<file path="config.mk">
export PLATFORM = sky130hd
export DESIGN_NAME = ad77684_frame_pack_flat
export DESIGN_NICKNAME = d
export VERILOG_FILES = /design/src/rtl/ad77684_pkg.sv /design/src/rtl/ad77684_frame_pack_if.sv /design/src/rtl/ad77684_sat_cnt.sv /design/src/rtl/ad77684_frame_pack.sv /design/src/flat_wrapper.sv
export SDC_FILE = /design/constraint.sdc
export NUM_CORES = 1
export LEC_CHECK = 0
export ABC_AREA = 1
export BUFFER_PORTS_ARGS = -buffer_cell sky130_fd_sc_hd__buf_2
export CAP_MARGIN = 5
export CORE_MARGIN = 4
export CORE_UTILIZATION = 56
export DETAILED_ROUTE_END_ITERATION = 8
export HOLD_SLACK_MARGIN = 0.03
export PLACE_DENSITY = 0.79
export SYNTH_ARGS = -nofsm -noshare
export SYNTH_HDL_FRONTEND = slang
export SYNTH_SLANG_ARGS = --single-unit
</file>
<file path="constraint.sdc">
create_clock -name adc_clk -period 1.82 [get_ports adc_clk]
set_clock_uncertainty 0.1 [all_clocks]
set_input_delay 0.273 -clock adc_clk [delete_from_list [all_inputs] [get_ports adc_clk]]
set_output_delay 0.273 -clock adc_clk [all_outputs]
set_load 0.01 [all_outputs]
</file>
<file path="src/rtl/ad77684_pkg.sv">
`default_nettype none
// ============================================================================
//  Module  : ad77684_pkg
//  Purpose : Shared definitions for the AD7768-4 frame packer: header field
//            positions, packer state type, default sizes and the lane
//            formatting helper.
//  Rev     : 1.0  initial release
// ============================================================================
package ad77684_pkg;

    // Header field positions inside the 32-bit ADC word
    localparam int HDR_ERR_BIT = 31;
    localparam int CH_ID_MSB   = 26;
    localparam int CH_ID_LSB   = 24;
    localparam int SAMPLE_W    = 24;
    localparam int CH_ID_W     = CH_ID_MSB - CH_ID_LSB + 1;

    // Default sizes
    localparam int DEF_NUM_CH  = 4;
    localparam int DEF_CNT_W   = 16;

    typedef enum logic [0:0] {
        HUNT    = 1'b0,
        COLLECT = 1'b1
    } ad77684_pack_state_t;

    // Output lane: sign-extended sample, or the raw 32-bit word
    function automatic logic [31:0] fmt_lane(input logic [31:0] word,
                                             input logic        sext);
        logic [31:0] lane;
        if (sext)
            lane = {{(32-SAMPLE_W){word[SAMPLE_W-1]}}, word[SAMPLE_W-1:0]};
        else
            lane = word;
        return lane;
    endfunction

endpackage
`default_nettype wire

</file>
<file path="src/rtl/ad77684_frame_pack_if.sv">
`default_nettype none
// ============================================================================
//  Module  : ad77684_frame_pack_if
//  Purpose : Valid/ready frame stream from the packer toward the DMA/packer.
//  Signals : m_valid   - frame available (driven by master)
//            m_ready   - downstream accepts the frame (driven by slave)
//            m_data    - NUM_CH lanes of 32 bits, lane k at [32k+31:32k]
//            m_hdr_err - per-lane copy of header error bit
//  Rev     : 1.0  initial release
// ============================================================================
interface ad77684_frame_pack_if #(
    parameter int NUM_CH = 4
);
    logic                   m_valid;
    logic                   m_ready;
    logic [NUM_CH*32-1:0]   m_data;
    logic [NUM_CH-1:0]      m_hdr_err;

    modport master (output m_valid, output m_data, output m_hdr_err, input  m_ready);
    modport slave  (input  m_valid, input  m_data, input  m_hdr_err, output m_ready);
endinterface
`default_nettype wire

</file>
<file path="src/rtl/ad77684_sat_cnt.sv">
`default_nettype none
// ============================================================================
//  Module  : ad77684_sat_cnt
//  Purpose : Saturating up-counter with synchronous clear; clear has priority
//            over increment.
//  Ports   : clk, rst_n (async active-low), inc, clr, cnt[CNT_W-1:0]
//  Rev     : 1.0  initial release
// ============================================================================
module ad77684_sat_cnt #(
    parameter int CNT_W = 16
) (
    input  wire              clk,
    input  wire              rst_n,
    input  wire              inc,
    input  wire              clr,
    output logic [CNT_W-1:0] cnt
);

    logic [CNT_W-1:0] r_cnt;

    always_ff @(posedge clk or negedge rst_n) begin
        if (!rst_n) begin
            r_cnt <= '0;
        end else if (clr) begin
            r_cnt <= '0;
        end else if (inc && (r_cnt != {CNT_W{1'b1}})) begin
            r_cnt <= r_cnt + CNT_W'(1);
        end
    end

    assign cnt = r_cnt;

endmodule
`default_nettype wire

</file>
<file path="src/rtl/ad77684_frame_pack.sv">
`default_nettype none
// ============================================================================
//  Module  : ad77684_frame_pack
//  Purpose : Collects the per-channel 32-bit ADC word stream, checks the
//            channel-ID sequence and emits one parallel frame of NUM_CH lanes
//            on a valid/ready stream, with sequence-error / overflow counters.
//  Ports   : adc_clk, adc_resetn (async active-low)
//            adc_valid, adc_data[31:0], fmt_sext      - word stream input
//            m_if (master)                            - frame stream output
//            locked                                   - sequencing aligned
//            status_clr, seq_err_cnt, ovf_cnt         - status bank
//  Rev     : 1.0  initial release
// ============================================================================
module ad77684_frame_pack
    import ad77684_pkg::*;
#(
    parameter int NUM_CH = DEF_NUM_CH,
    parameter int CNT_W  = DEF_CNT_W
) (
    input  wire                         adc_clk,
    input  wire                         adc_resetn,
    input  wire                         adc_valid,
    input  wire  [31:0]                 adc_data,
    input  wire                         fmt_sext,
    ad77684_frame_pack_if.master        m_if,
    output logic                        locked,
    input  wire                         status_clr,
    output logic [CNT_W-1:0]            seq_err_cnt,
    output logic [CNT_W-1:0]            ovf_cnt
);

    localparam int                 c_IDX_W    = CH_ID_W;
    localparam logic [c_IDX_W-1:0] c_LAST_IDX = c_IDX_W'(NUM_CH - 1);

    ad77684_pack_state_t    r_state;
    logic [c_IDX_W-1:0]     r_idx;
    logic [NUM_CH*32-1:0]   r_stage_data;
    logic [NUM_CH-1:0]      r_stage_err;
    logic                   r_frame_rdy;   // staging holds a complete frame
    logic                   r_m_valid;
    logic [NUM_CH*32-1:0]   r_m_data;
    logic [NUM_CH-1:0]      r_m_hdr_err;
    logic                   r_locked;

    logic [c_IDX_W-1:0]     w_id;
    logic [31:0]            w_lane;
    logic                   w_hdr_err;
    logic                   w_id_match;
    logic                   w_last;
    logic                   w_hs;
    logic                   w_load;
    logic                   w_ovf;
    logic                   w_seq_err;

    assign w_id       = adc_data[CH_ID_MSB:CH_ID_LSB];
    assign w_lane     = fmt_lane(adc_data, fmt_sext);
    assign w_hdr_err  = adc_data[HDR_ERR_BIT];
    // IDs >= NUM_CH can never equal r_idx, so they fall out as sequence errors
    assign w_id_match = (w_id == r_idx);
    assign w_last     = (r_idx == c_LAST_IDX);

    assign w_hs       = r_m_valid && m_if.m_ready;
    // A completed staging frame moves out only when the output slot frees up
    // in the same edge; otherwise it is dropped and counted.
    assign w_load     = r_frame_rdy && (!r_m_valid || w_hs);
    assign w_ovf      = r_frame_rdy && !w_load;
    assign w_seq_err  = adc_valid && (r_state == COLLECT) && !w_id_match;

    always_ff @(posedge adc_clk or negedge adc_resetn) begin
        if (!adc_resetn) begin
            r_state      <= HUNT;
            r_idx        <= '0;
            r_stage_data <= '0;
            r_stage_err  <= '0;
            r_frame_rdy  <= 1'b0;
            r_m_valid    <= 1'b0;
            r_m_data     <= '0;
            r_m_hdr_err  <= '0;
            r_locked     <= 1'b0;
        end else begin
            // Output register: load from staging, or retire on handshake
            if (w_load) begin
                r_m_valid   <= 1'b1;
                r_m_data    <= r_stage_data;
                r_m_hdr_err <= r_stage_err;
                r_locked    <= 1'b1;
            end else if (w_hs) begin
                r_m_valid   <= 1'b0;
            end

            r_frame_rdy <= 1'b0;

            // Word sequencing; a sequence error here overrides a same-edge
            // lock from the load above because it is the newer event.
            if (adc_valid) begin
                case (r_state)
                    HUNT: begin
                        if (w_id == '0) begin
                            r_stage_data[31:0] <= w_lane;
                            r_stage_err[0]     <= w_hdr_err;
                            r_idx              <= c_IDX_W'(1);
                            r_state            <= COLLECT;
                        end
                    end
                    COLLECT: begin
                        if (w_id_match) begin
                            for (int k = 0; k < NUM_CH; k++) begin
                                if (r_idx == c_IDX_W'(k)) begin
                                    r_stage_data[k*32 +: 32] <= w_lane;
                                    r_stage_err[k]           <= w_hdr_err;
                                end
                            end
                            if (w_last) begin
                                r_idx       <= '0;
                                r_frame_rdy <= 1'b1;
                            end else begin
                                r_idx       <= r_idx + c_IDX_W'(1);
                            end
                        end else begin
                            r_locked <= 1'b0;
                            if (w_id == '0) begin
                                // Mismatched ID 0 starts a fresh frame at once
                                r_stage_data[31:0] <= w_lane;
                                r_stage_err[0]     <= w_hdr_err;
                                r_idx              <= c_IDX_W'(1);
                            end else begin
                                r_state <= HUNT;
                                r_idx   <= '0;
                            end
                        end
                    end
                    default: begin
                        r_state <= HUNT;
                        r_idx   <= '0;
                    end
                endcase
            end
        end
    end

    assign m_if.m_valid   = r_m_valid;
    assign m_if.m_data    = r_m_data;
    assign m_if.m_hdr_err = r_m_hdr_err;
    assign locked         = r_locked;

    ad77684_sat_cnt #(.CNT_W(CNT_W)) u_seq_err_cnt (
        .clk   (adc_clk),
        .rst_n (adc_resetn),
        .inc   (w_seq_err),
        .clr   (status_clr),
        .cnt   (seq_err_cnt)
    );

    ad77684_sat_cnt #(.CNT_W(CNT_W)) u_ovf_cnt (
        .clk   (adc_clk),
        .rst_n (adc_resetn),
        .inc   (w_ovf),
        .clr   (status_clr),
        .cnt   (ovf_cnt)
    );

endmodule
`default_nettype wire

</file>
<file path="src/flat_wrapper.sv">
// flat-port wrapper written by rule: the top's interface ports become plain ports
module ad77684_frame_pack_flat import ad77684_pkg::*;
#(
    parameter int NUM_CH = DEF_NUM_CH,
    parameter int CNT_W  = DEF_CNT_W
)
  (adc_clk, adc_resetn, adc_valid, adc_data, fmt_sext, locked, status_clr, seq_err_cnt, ovf_cnt, m_if_m_valid, m_if_m_data, m_if_m_hdr_err, m_if_m_ready);
  ad77684_frame_pack_if #(.NUM_CH(NUM_CH)) m_if_i ();
  input  wire adc_clk;
  input  wire adc_resetn;
  input  wire adc_valid;
  input  wire  [31:0] adc_data;
  input  wire fmt_sext;
  output logic locked;
  input  wire status_clr;
  output logic [CNT_W-1:0] seq_err_cnt;
  output logic [CNT_W-1:0] ovf_cnt;
  output wire logic [$bits(m_if_i.m_valid)-1:0] m_if_m_valid;
  output wire logic [$bits(m_if_i.m_data)-1:0] m_if_m_data;
  output wire logic [$bits(m_if_i.m_hdr_err)-1:0] m_if_m_hdr_err;
  input wire logic [$bits(m_if_i.m_ready)-1:0] m_if_m_ready;
  assign m_if_m_valid = m_if_i.m_valid;
  assign m_if_m_data = m_if_i.m_data;
  assign m_if_m_hdr_err = m_if_i.m_hdr_err;
  assign m_if_i.m_ready = m_if_m_ready;
  ad77684_frame_pack #(.NUM_CH(NUM_CH), .CNT_W(CNT_W)) u_core (.adc_clk(adc_clk), .adc_resetn(adc_resetn), .adc_valid(adc_valid), .adc_data(adc_data), .fmt_sext(fmt_sext), .m_if(m_if_i), .locked(locked), .status_clr(status_clr), .seq_err_cnt(seq_err_cnt), .ovf_cnt(ovf_cnt));
endmodule
</file>
==> results of run 1 <==
path summary, 6_finish.rpt:
path                                           endpoint  slack (ps)
worst max-delay path            u_core.r_stage_data[35]        -110
worst min-delay path            u_core.r_stage_data[57]          70
worst max register to register  u_core.r_stage_data[35]        -110
worst min register to register   u_core.r_stage_data[6]         370
max in group asynchronous       u_core.u_ovf_cnt.cnt[9]         790
min in group asynchronous       u_core.m_if.m_data[101]         130
logic make-up after synthesis:
logic type               count (synthesis)  synth area share [%]
AO/OA/AOI/OAI                          155                  6.50
buffers and inverters                  158                  5.97
adder cells (fa/ha/maj)                  6                 0.593
flip-flops                             303                  59.9
AND/OR/NAND/NOR                        491                  17.4
XOR/XNOR                                12                 0.889
multiplexers                            99                  8.81
stage by stage:
stage	util, %	TNS (ps)	cells	worst slack, ps
floorplan	-	0	1224	118
global placement	64.5	0	1698	105
detailed placement	64.5	-15.0	1698	-15.0
CTS	70.6	0	1787	14.5
global route	73.4	-12870	1819	-199
finish	73.4	-4190	1820	-112
layer usage:
layer	part of all wire [%]	vias up
li1	-	4597
met1	39	4918
met2	50	427
met3	8.1	80
met4	3.2	0
met5	0	-
state kept, by name (all words and copies together), names as in the netlist:
signal	count
u_core.m_if.m_valid	1
u_core.r_frame_rdy	1
u_core.m_if.m_hdr_err	4
u_core.r_stage_data	128
u_core.u_ovf_cnt.cnt	16
u_core.r_stage_err	4
u_core.locked	1
u_core.r_idx	3
u_core.u_seq_err_cnt.cnt	16
u_core.r_state	1
u_core.m_if.m_data	128
critical path: cells and delay by family, from the launching register on:
kind                   cells  cell delay (ps)
DFF                        1              430
buffers and inverters      3              500
and+or+nand+nor            6              690
AOI/OAI and AO/OA          1               90
final cells by class:
type / count / area [um^2] / share of cell area (%)
sequential: 303 / 7590 / 46.9
clock inverter: 11 / 98.8 / 0.611
inverter: 101 / 379 / 2.34
timing repair buffer: 317 / 2370 / 14.7
antenna: 1 / 2.50 / 0.0155
multi-input combinational: 763 / 4490 / 27.8
tap: 280 / 350 / 2.17
clock buffer: 44 / 893 / 5.52
cell usage in the layout (no fill, tap or decap), types with 2 or more instances in the layout:
cell type        n
o21ai_2         20
nand4_4          2
nand2_1        296
nand2_2         28
nor2_1          37
o21ai_1         67
mux2_2          99
buf_4           46
nor2_4           5
inv_2            5
dfrtp_2          6
or2_2            2
nand3b_1         9
nand3_2         13
o21bai_1         5
buf_8            2
clkbuf_8         9
nand4_1         21
nor2_2           5
buf_12          17
a21oi_1         12
buf_2          202
dlygate4sd3_1   33
buf_6            8
ha_1             5
dfrtp_1        297
o21ai_0         48
inv_1           96
clkbuf_1         5
clkinv_4         2
nand2_4          4
nand3_1         66
clkbuf_16       39
xor2_1          11
clkinv_2         7
power breakdown:
group | internal, mW | switching, mW
sequential | 7.56 | 0.484
combinational | 0.783 | 1.09
clock | 3.54 | 2.58
timing repair:
item / CTS / global route
resized for setup: 1 / 79
gates cloned: 0 / 16
hold buffers: 33 / 0
buffers inserted: 1 / 16
pin swaps: 2 / 9
setup endpoints to repair: 7 / 126
hold endpoints to repair: 426 / 0
==> flow_summary.json, run 1 <==
{
  "nNetsFinal": 1560,
  "worstPathRequired_ps": 2140,
  "drive_gt1_share_pct": 34.3,
  "crit_path_frequent_cell": "nand2_1",
  "cts_sinks": 303,
  "die_h_um": 158,
  "hold_ws_ps": 67.2,
  "r2r-start": "u_core.r_idx[1]",
  "min_path_type": "in -> reg",
  "clk_latency_ps": 560,
  "slew_viol_final": 0,
  "coreArea_um2": 22000,
  "final-setup-viol-count": 77,
  "rows": 54,
  "design_area_um2": 16200,
  "initial_core_util_pct": 57.5,
  "rsz0062_at_grt": "true",
  "cts_buffers": 30,
  "grt-busiest-layer": "met2",
  "vdd_drop_max_mv": 0.696,
  "grt_pass1_vias": 9914,
  "numPortBuffers": 203,
  "placed_area_um2": 14200,
  "hold_depth": 3,
  "power-per-cell-area_nw_per_um2": 991,
  "crit_path_start": "u_core.r_idx[1]",
  "violations": "negative setup slack",
  "finalHoldViolations": 0,
  "critPathMaxFanout": 15,
  "arrival_ps": 2250,
  "synth.top_cell.area_share_pct": 59.9,
  "reg2reg_depth": 10,
  "syn_nets": 1268,
  "dp.final_hpwl_um": 20500,
  "final.setup.worst_slack_ps": -112,
  "cts_tree": "built",
  "io_pins": 204,
  "routed_via_density": 5.51,
  "fillers": 1477,
  "wl_um": 34300,
  "synth_commonest_cells": "323 x nand2_1, 303 x dfrtp_1, 99 x mux2_2",
  "grt_use_met1_pct": 32.4,
  "grt_pass1_wl_um": 50100,
  "area_growth_pct": 27.8,
  "vias": 10000,
  "routabilityCongestion": 0.850,
  "post_drt_wl_per_cell_um": 18.9,
  "antenna_found_initial": 0,
  "dr.pass1.iters": 5,
  "async_flop_share_pct": 100,
  "met3_usage_pct": 4.54,
  "fmax_ghz": 0.517,
  "grt_max_degree": 63,
  "synth_area_um2": 12700,
  "synth_edf_count": 0,
  "cp-start-kind": "flip-flop",
  "syn_area_per_cell_um2": 10.3,
  "grt_overflow": 0,
  "path_clk_slew_ps": 70,
  "crit_type": "reg -> reg",
  "maxCapViolCount": 0,
  "fp.dieW_um": 158,
  "ys_top_cells_by_area": "dfrtp_1 60%, nand2_1 9.6%, mux2_2 8.8%",
  "drtIter0Drc": 686,
  "dieArea_um2": 25100,
  "ys_seq_area_share_pct": 59.9,
  "power_mw": 16.0,
  "worstMarginPinSlew_ps": 443,
  "yosysMostFrequentCell": "nand2_1",
  "end_kind": "flip-flop",
  "synth_largest_area_cell": "dfrtp_1",
  "yosysUniqueCellTypes": 35,
  "drc": 0,
  "grt.total_usage_pct": 24.7,
  "synth_warnings": 0,
  "slew_headroom_pct": 70.5,
  "max_stage_delay_ps": 430,
  "path_cells": "inv_2, nand2_1, nand2_1, nand2_2, nor2_4, buf_6, nand4_4, clkbuf_16, nand2_1, o21ai_0",
  "min_period_ps": 1930,
  "synth_flop_cell": "dfrtp_1",
  "slowest_stage": "dfrtp_2",
  "status": "complete, but fails checks",
  "hp-start": "adc_data[25]",
  "use_met2_pct": 42.6,
  "cts_root_buf": "clkbuf_16",
  "postRouteAntennaNets": 0,
  "ctsHtreeMaxLevel": 1,
  "synth-seq-cells": 303,
  "synth_cells": 1224,
  "min_period_over_period_pct": 106,
  "cts.path.max_buffers": 3,
  "leakagePower_nw": 8.76
}
No activity file was read; power rests on OpenSTA's default activity.
==> run 2, diff against run 1 <==
Settings changed: REMOVE_ABC_BUFFERS set to 1.
==> run 2 against run 1 <==
Compared with the run above: the flow now finishes without violations; die area did not move; clock-buffer cell count grew 1; final area shrank 1.6%; wire length down 8.7%; utilization is 1.1 points lower; maximum frequency grew 7.7%; largest power group unchanged.
==> flow_summary.json, run 2 (synthesized netlist as in run 1, its figures left out) <==
{
  "numPortBuffers": 203,
  "end_kind": "flip-flop",
  "dr.pass1.iters": 5,
  "grt.total_usage_pct": 24.0,
  "initial_core_util_pct": 57.5,
  "slew_headroom_pct": 70.7,
  "stdcell_count": 1804,
  "multi_input_area_um2": 4380,
  "cp-start-kind": "flip-flop",
  "hold_end": "u_core.r_stage_data[89]",
  "fillers": 1532,
  "slew_viol_final": 0,
  "cts.path.max_buffers": 3,
  "vdd_drop_max_mv": 0.697,
  "antenna_found_initial": 1,
  "cts_sinks": 303,
  "hp-start": "adc_data[25]",
  "final_common_cell": "nand2_1",
  "final_cell_mix": "320 x nand2_1, 301 x dfrtp_1, 202 x buf_2, 99 x mux2_2, 96 x inv_1",
  "rows": 54,
  "min_period_ps": 1790,
  "grt_overflow": 0,
  "grt_max_degree": 76,
  "ctsHtreeMaxLevel": 1,
  "wl_um": 31300,
  "worstMarginPinSlew_ps": 435,
  "r2r-start": "u_core.r_idx[2]",
  "finalHoldViolations": 0,
  "post_drt_wl_per_cell_um": 17.4,
  "path_clk_slew_ps": 70,
  "io_pins": 204,
  "clk_latency_ps": 540,
  "worstPathRequired_ps": 2150,
  "maxCapViolCount": 0,
  "seqCellArea_um2": 7580,
  "grt_pass1_vias": 9717,
  "drive_gt1_share_pct": 30.9,
  "critPathMaxFanout": 13,
  "drc": 0,
  "dieArea_um2": 25100,
  "postRouteAntennaNets": 0,
  "nNetsFinal": 1542,
  "pre_cts_ws_ps": 91.4,
  "drtIter0Drc": 694,
  "power_mw": 16.5,
  "final.setup.worst_slack_ps": 26.1,
  "status": "finished, final reports clean",
  "leakagePower_nw": 8.66,
  "fmax_ghz": 0.557,
  "fp.dieW_um": 158,
  "grt_pass1_wl_um": 48900,
  "dp.cells": 1696,
  "routed_via_density": 5.36,
  "coreArea_um2": 22000,
  "cts_buffers": 31,
  "final-setup-viol-count": 0,
  "hold_depth": 3,
  "hold_ws_ps": 53.7,
  "r2r_slack_ps": 30,
  "min_period_over_period_pct": 98.6,
  "dp.final_hpwl_um": 19700,
  "crit_type": "reg -> reg",
  "vias": 9666,
  "power-per-cell-area_nw_per_um2": 1040,
  "die_h_um": 158,
  "reg2reg_depth": 8,
  "routabilityCongestion": 0.831,
  "cts_tree": "built",
  "cts_root_buf": "clkbuf_16",
  "r2r_end": "u_core.r_stage_data[43]",
  "area_growth_pct": 25.8,
  "min_path_type": "in -> reg",
  "arrival_ps": 2120
}
==> run 2: changes by cell type in the layout (fill, tap and decap cells not counted), moves of 6 or more <==
cell     previous run  this run
buf_4              46        39
buf_6               8         2
nand2_1           296       320
nand2_2            28         7
o21ai_0            48        65
o21ai_2            20         6
==> run 2: worst max path at each step <==
| stage | slack (ps) | cells after the start | to | from |
|---|---|---|---|---|
| 2_1_floorplan | -2360 | 3 | u_core.m_if.m_data[0] | u_core.m_if.m_valid |
| 3_3_place_gp | 130 | 7 | u_core.r_stage_data[9] | u_core.r_idx[2] |
| 3_5_place_dp | 90 | 9 | u_core.r_stage_data[70] | u_core.r_idx[0] |
| 4_1_cts | 70 | 9 | u_core.r_stage_data[63] | u_core.r_idx[0] |
| 5_1_grt | -40 | 10 | u_core.r_stage_data[60] | u_core.r_idx[0] |
| 6_report | 30 | 8 | u_core.r_stage_data[43] | u_core.r_idx[2] |
==> run 2: critical path, cell delays in order, from the launching register on <==
cell	delay, ps
dfrtp_2	460
xnor2_4	250
inv_2	70
nor2_4	180
nand4_4	120
buf_12	180
clkbuf_16	180
nand2_1	70
o21ai_1	70
==> run 2: layout make-up <==
class	count	area share (%)
sequential	303	47.6
multi-input combinational	764	27.5
timing repair buffer	297	13.2
clock buffer	45	6.02
inverter	101	2.38
tap	280	2.20
clock inverter	12	1.07
antenna	2	0.0314
==> run 2: report_power, final <==
part           total, mW  switching [mW]  internal (mW)
registers           8.01           0.452           7.56
clock network       6.76            2.56           4.20
logic               1.77            1.05          0.716
==> run 2: stage by stage <==
step                TNS, ps  utilization [%]  area (um^2)
CTS                       0             71.1        15700
global placement          0             64.4        14200
finish                    0             72.3        15900
global route           -760             72.3        15900
floorplan           -351810                -        12300
detailed placement        0             64.4        14200
==> run 2: routing by layer <==
layer,up-vias,track usage [%],part of all wire [%]
li1,4558,-,-
met1,4718,32.2,41
met2,334,40.6,50
met3,56,4.57,6.5
met4,0,6.54,2.2
met5,-,0,0
==> run 2: what timing repair did <==
action | 4_1_cts | 5_1_grt
endpoints found under the setup margin | 0 | 119
buffers inserted | 0 | 8
gates resized for setup | 0 | 11
hold endpoints to repair | 426 | 0
hold buffers | 33 | 0
